[src/rtl/vga_timing_pkg.sv]
// vga_timing_pkg: shared 640x480@60 timing defaults, totals and coordinate widths
package vga_timing_pkg;
  localparam int XW = 10;
  localparam int YW = 10;
  localparam int DEF_CLKDIV = 4;
  localparam int DEF_HACTIVE = 640;
  localparam int DEF_HFP = 16;
  localparam int DEF_HSW = 96;
  localparam int DEF_HBP = 48;
  localparam int DEF_VACTIVE = 480;
  localparam int DEF_VFP = 10;
  localparam int DEF_VSW = 2;
  localparam int DEF_VBP = 33;
  function automatic int sum4(input int a, input int b, input int c, input int d);
    return a + b + c + d;
  endfunction
  localparam int DEF_HTOT = sum4(DEF_HACTIVE, DEF_HFP, DEF_HSW, DEF_HBP);
  localparam int DEF_VTOT = sum4(DEF_VACTIVE, DEF_VFP, DEF_VSW, DEF_VBP);
endpackage

[src/rtl/vga_sync_gen_if.sv]
// vga_sync_gen_if: video timing bundle (hsync, vsync, activevideo, x, y, pix_en, frame_start[, frame_cnt])
// master drives the bundle, slave observes it; frame_cnt exists only with VGA_FRAME_COUNT_EN.
interface vga_sync_gen_if import vga_timing_pkg::*; ();
  logic hsync;
  logic vsync;
  logic activevideo;
  logic [XW-1:0] x;
  logic [YW-1:0] y;
  logic pix_en;
  logic frame_start;
`ifdef VGA_FRAME_COUNT_EN
  logic [7:0] frame_cnt;
`endif
  modport master(output hsync, vsync, activevideo, x, y, pix_en, frame_start
`ifdef VGA_FRAME_COUNT_EN
    , frame_cnt
`endif
  );
  modport slave(input hsync, vsync, activevideo, x, y, pix_en, frame_start
`ifdef VGA_FRAME_COUNT_EN
    , frame_cnt
`endif
  );
endinterface

[src/rtl/vga_pix_div.sv]
// vga_pix_div: pixel strobe, pix_en high one clk out of every CLKDIV (1..16)
// Ports: clk, reset_n (async active-low), pix_en (held low during reset).
module vga_pix_div import vga_timing_pkg::*; #(
  parameter int CLKDIV = DEF_CLKDIV
) (
  input  logic clk,
  input  logic reset_n,
  output logic pix_en
);
  localparam logic [3:0] DIV_LAST = 4'(CLKDIV - 1);
  logic [3:0] div_q, div_d;
  logic div_last;
  always_comb begin
    div_last = div_q == DIV_LAST;
    div_d = div_last ? 4'd0 : div_q + 4'd1;
    pix_en = reset_n && div_last;
  end
  always_ff @(posedge clk or negedge reset_n)
    if (!reset_n) div_q <= '0;
    else div_q <= div_d;
endmodule

[src/rtl/vga_sync_gen.sv]
// vga_sync_gen: VGA x/y raster counters with zero-latency sync/active decode
// Ports: clk, reset_n (async active-low), vif (vga_sync_gen_if.master).
// Optional: define VGA_FRAME_COUNT_EN to add the 8-bit wrapping frame_cnt output.
module vga_sync_gen import vga_timing_pkg::*; #(
  parameter int CLKDIV = DEF_CLKDIV,
  parameter int HACTIVE = DEF_HACTIVE,
  parameter int HFP = DEF_HFP,
  parameter int HSW = DEF_HSW,
  parameter int HBP = DEF_HBP,
  parameter int VACTIVE = DEF_VACTIVE,
  parameter int VFP = DEF_VFP,
  parameter int VSW = DEF_VSW,
  parameter int VBP = DEF_VBP
) (
  input logic clk,
  input logic reset_n,
  vga_sync_gen_if.master vif
);
  localparam int HTOT = sum4(HACTIVE, HFP, HSW, HBP);
  localparam int VTOT = sum4(VACTIVE, VFP, VSW, VBP);
  localparam logic [XW-1:0] X_LAST = XW'(HTOT - 1);
  localparam logic [XW-1:0] X_ACT = XW'(HACTIVE);
  localparam logic [XW-1:0] HS_BEG = XW'(HACTIVE + HFP);
  localparam logic [XW-1:0] HS_END = XW'(HACTIVE + HFP + HSW);
  localparam logic [YW-1:0] Y_LAST = YW'(VTOT - 1);
  localparam logic [YW-1:0] Y_ACT = YW'(VACTIVE);
  localparam logic [YW-1:0] VS_BEG = YW'(VACTIVE + VFP);
  localparam logic [YW-1:0] VS_END = YW'(VACTIVE + VFP + VSW);
  logic pix_en;
  logic [XW-1:0] x_q, x_d;
  logic [YW-1:0] y_q, y_d;
  logic x_wrap, y_wrap;
  vga_pix_div #(.CLKDIV(CLKDIV)) u_div (
    .clk(clk),
    .reset_n(reset_n),
    .pix_en(pix_en)
  );
  always_comb begin
    x_wrap = x_q == X_LAST;
    y_wrap = y_q == Y_LAST;
    x_d = pix_en ? (x_wrap ? '0 : x_q + XW'(1)) : x_q;
    y_d = (pix_en && x_wrap) ? (y_wrap ? '0 : y_q + YW'(1)) : y_q;
  end
  always_ff @(posedge clk or negedge reset_n)
    if (!reset_n) begin
      x_q <= '0;
      y_q <= '0;
    end else begin
      x_q <= x_d;
      y_q <= y_d;
    end
  // All outputs decode straight from x_q/y_q so they never skew against each other.
  always_comb begin
    vif.x = x_q;
    vif.y = y_q;
    vif.pix_en = pix_en;
    vif.activevideo = (x_q < X_ACT) && (y_q < Y_ACT);
    vif.hsync = !((x_q >= HS_BEG) && (x_q < HS_END));
    vif.vsync = !((y_q >= VS_BEG) && (y_q < VS_END));
    vif.frame_start = pix_en && (x_q == '0) && (y_q == '0);
  end
`ifdef VGA_FRAME_COUNT_EN
  logic [7:0] frame_cnt_q, frame_cnt_d;
  always_comb frame_cnt_d = frame_cnt_q + 8'(pix_en && x_wrap && y_wrap);
  always_ff @(posedge clk or negedge reset_n)
    if (!reset_n) frame_cnt_q <= '0;
    else frame_cnt_q <= frame_cnt_d;
  always_comb vif.frame_cnt = frame_cnt_q;
`endif
endmodule

[src/flat_wrapper.sv]
// flat-port wrapper written by rule: the top's interface ports become plain ports
module vga_sync_gen_flat import vga_timing_pkg::*;
#(
  parameter int CLKDIV = DEF_CLKDIV,
  parameter int HACTIVE = DEF_HACTIVE,
  parameter int HFP = DEF_HFP,
  parameter int HSW = DEF_HSW,
  parameter int HBP = DEF_HBP,
  parameter int VACTIVE = DEF_VACTIVE,
  parameter int VFP = DEF_VFP,
  parameter int VSW = DEF_VSW,
  parameter int VBP = DEF_VBP
)
  (clk, reset_n, vif_hsync, vif_vsync, vif_activevideo, vif_x, vif_y, vif_pix_en, vif_frame_start);
  vga_sync_gen_if vif_i ();
  input logic clk;
  input logic reset_n;
  output wire logic [$bits(vif_i.hsync)-1:0] vif_hsync;
  output wire logic [$bits(vif_i.vsync)-1:0] vif_vsync;
  output wire logic [$bits(vif_i.activevideo)-1:0] vif_activevideo;
  output wire logic [$bits(vif_i.x)-1:0] vif_x;
  output wire logic [$bits(vif_i.y)-1:0] vif_y;
  output wire logic [$bits(vif_i.pix_en)-1:0] vif_pix_en;
  output wire logic [$bits(vif_i.frame_start)-1:0] vif_frame_start;
  assign vif_hsync = vif_i.hsync;
  assign vif_vsync = vif_i.vsync;
  assign vif_activevideo = vif_i.activevideo;
  assign vif_x = vif_i.x;
  assign vif_y = vif_i.y;
  assign vif_pix_en = vif_i.pix_en;
  assign vif_frame_start = vif_i.frame_start;
  vga_sync_gen #(.CLKDIV(CLKDIV), .HACTIVE(HACTIVE), .HFP(HFP), .HSW(HSW), .HBP(HBP), .VACTIVE(VACTIVE), .VFP(VFP), .VSW(VSW), .VBP(VBP)) u_core (.clk(clk), .reset_n(reset_n), .vif(vif_i));
endmodule
[config.mk]
export PLATFORM = sky130hd
export DESIGN_NAME = vga_sync_gen_flat
export DESIGN_NICKNAME = d
export VERILOG_FILES = /design/src/rtl/vga_timing_pkg.sv /design/src/rtl/vga_sync_gen_if.sv /design/src/rtl/vga_pix_div.sv /design/src/rtl/vga_sync_gen.sv /design/src/flat_wrapper.sv
export SDC_FILE = /design/constraint.sdc
export NUM_CORES = 1
export LEC_CHECK = 0
export CAP_MARGIN = 10
export CORE_ASPECT_RATIO = 1.4
export CORE_MARGIN = 4
export CORE_UTILIZATION = 50
export CTS_CLUSTER_SIZE = 8
export DETAILED_ROUTE_END_ITERATION = 8
export DONT_BUFFER_PORTS = 1
export HOLD_SLACK_MARGIN = 0.03
export SLEW_MARGIN = 40
export SYNTH_ARGS = -nofsm -noshare
export SYNTH_HDL_FRONTEND = slang
export SYNTH_HIERARCHICAL = 1
export SYNTH_SLANG_ARGS = --single-unit
[constraint.sdc]
create_clock -name clk -period 2.7 [get_ports clk]
set_input_delay 0.54 -clock clk [delete_from_list [all_inputs] [get_ports clk]]
set_output_delay 0.54 -clock clk [all_outputs]
set_load 0.02 [all_outputs]
==> reports/results.ini <==
[global_route]
grt_use_total = 0.182
grt-ovfl-total = 0
grt_pass1_vias = 999
antenna_found_initial = 0
grt_pass1_wl_um = 4760
grt_max_degree = 25

[cts]
clockBufferDepth = 2
cts.sinks = 24
root_buffer = clkbuf_4
clk_latency_ns = 0.31
cts_buffers = 3
clkSlewWorstSetupHoldPaths_ns = 0.13
htreeDepth = 1
cts_tree = done

[timing]
fin_tns_setup_ns = 0
skew_ns = 0.00334
fin_crit_ns = 2.44
hold_viol_final = 0
min_period_over_period = 0.905
rsz0062_at_grt = false
maxSlewHeadroom = 0.558
drv_slew = 0
fmax_mhz = 409
layout_setup_ws_ns = 0.256
worstMarginPinSlew_ns = 0.658
finalSetupViolCount = 0

[critical_path]
critPathKind = flip-flop to primary output
start_kind = flip-flop
r2r_slack_ns = 0.60
worst_setup_path_end_kind = primary output
path_max_fanout = 5
worstPathArrival_ns = 1.90
critPathRequiredTime_ns = 2.16

[cells_and_area]
fin_nets = 144
final_common_cell = dfrtp_1
diodes = 0
syn2layout_area_growth_pct = 8.45
mostFrequentLayoutCells = dfrtp_1, nand3_1, and3_1, nand2_1, xnor2_1
layout-drive-gt1-share = 0.118
fillers = 233
fin_area_mm2 = 0.00141

[synthesis]
syn_avg_cell_area_um2 = 10.1
synth_enable_flop_cells = 0
synthFlopType = dfrtp_1
yosysSeqAreaShare = 0.461
syn_area_mm2 = 0.00130
ys_types = 36
yosysTopAreaCell = dfrtp_1
netlist_instances = 129
synth_warnings = 6
synthArstFlopShare = 1.00
syn-num-nets = 136
synth_top_area_frac = 0.461
synth_area_leaders = dfrtp_1, nand3_1, xnor2_1, ha_1, and3_1
ys_ff_latch = 24

[power]
power.share.sequential = 0.633
finalPower_uw = 718
p_comb_frac = 0.104
intPower_uw = 498
power_leakage_uw = 0.000681
sw_frac_of_total = 0.307
vdd_drop_max_uv = 414
pwr-share-clk = 0.263
powerDensity_mw_per_mm2 = 508
power.net_switching_uw = 220

[placement]
port_buffers = 0
routabilityCongestion = 0.845
place_hpwl_um = 2050
placed_area_mm2 = 0.00137
dpl_worst_slack_ns = 0.584

[flow_run]
maxCapViolCount = 0

[floorplan]
die_w_um = 51.1
start_util = 0.533
num_io_pins = 27
core_mm2 = 0.00244
rows = 21
dieArea_mm2 = 0.00350
die_y_um = 68.4

[route]
drtAntennaViolNets = 0
postRouteWirelength_um = 2800
via_per_inst = 5.78
drcViolationCount = 0
drt_iter0_drc = 17
drt_pass1_iterations = 4
vias = 982
wl_per_cell_um = 16.5

[status]
status = finished clean

[min_path]
hold_path_class = input pin to asynchronous set/reset pin

## synth_stat cells, types with 2 or more instances
library cell / number
nand3_1: 16
or4_1: 2
nor2_1: 7
o21ai_0: 7
nand4_1: 2
xnor2_1: 8
o21a_1: 2
buf_2: 2
and2_1: 2
ha_1: 5
nor4_1: 3
o22ai_1: 2
and3_1: 8
nor3_1: 3
nand2_1: 8
xor2_1: 3
dfrtp_1: 24
inv_1: 6
a21o_1: 2
## registers in the layout (all words and copies together), names as in the netlist
| name | count |
|---|---|
| u_core/vif.x | 10 |
| u_core/vif.y | 10 |
| u_core/u_div/div_q | 4 |
## critical path: stages, from the launching register on
cell and delay [ns]:
dfrtp_1 0.51, inv_1 0.14, ha_1 0.14, nor2b_1 0.22, nand4_1 0.15, nor4_2 0.25, buf_4 0.19
## what timing repair did
| action | 4_1_cts | 5_1_grt |
|---|---|---|
| hold buffers | 1 | 0 |
| setup endpoints to repair | 0 | 1 |
| endpoints found under the hold margin | 24 | 0 |
| buffers inserted | 0 | 0 |
| resized for setup | 0 | 1 |
## power by group through the flow
stage	clock network [uW]	logic (uW)	registers [uW]
CTS	198	76.0	454
global placement	0	66.0	459
finish	189	74.8	454
floorplan	0	54.5	451
detailed placement	0	67.8	462
global route	207	89.7	461
## layout make-up
| cell class | instances | area, um^2 | share of cell area |
|---|---|---|---|
| well taps | 34 | 42.5 | 0.0301 |
| multi-input cells | 97 | 676 | 0.478 |
| flip-flops and latches | 24 | 601 | 0.425 |
| repair buffers | 5 | 35.0 | 0.0248 |
| inverters | 6 | 22.5 | 0.0159 |
| clock buffers | 4 | 36.3 | 0.0257 |
## per-stage QoR
stage                     std cells  hold slack [ns]   util
after CTS                       170            0.469  0.578
after floorplan                 129            0.244      -
after global routing            170            0.208  0.578
after detailed placement        165            0.245  0.559
after global placement          165            0.245  0.559
final                           170            0.183  0.578
## layer usage
metal  up-vias  part of all wire  global-route usage
li1        485                 -                   -
met1       469              0.44               0.225
met2        24              0.49               0.305
met3         4             0.051              0.0370
met4         0             0.013              0.0808
met5         -                 0                   0
## path summary, 6_finish.rpt
kind,startpoint,endpoint,cells after the start
hold reg to reg,u_core/u_div/div_q[0],u_core/u_div/div_q[0],1
setup / recovery,u_core/vif.y[0],vif_frame_start,6
max in group asynchronous,reset_n,u_core/vif.x[3],1
setup reg to reg,u_core/u_div/div_q[0],u_core/vif.y[6],7
min in group clk,u_core/u_div/div_q[0],u_core/u_div/div_q[0],1
hold / removal,reset_n,u_core/vif.y[9],1
## cell families (layout without fill, tap and decap cells)
family                     Yosys count  count (layout)  synth area share
muxes                                1               1           0.00769
AOI/OAI and AO/OA                   16              16            0.0720
and+or+nand+nor                     64              64             0.312
DFF                                 24              24             0.461
adders and majority gates            5               5            0.0480
xor gates and xnor gates            11              11            0.0740
buffers and inverters                8              15            0.0250
Note: power is estimated with default switching activity, not from simulation.
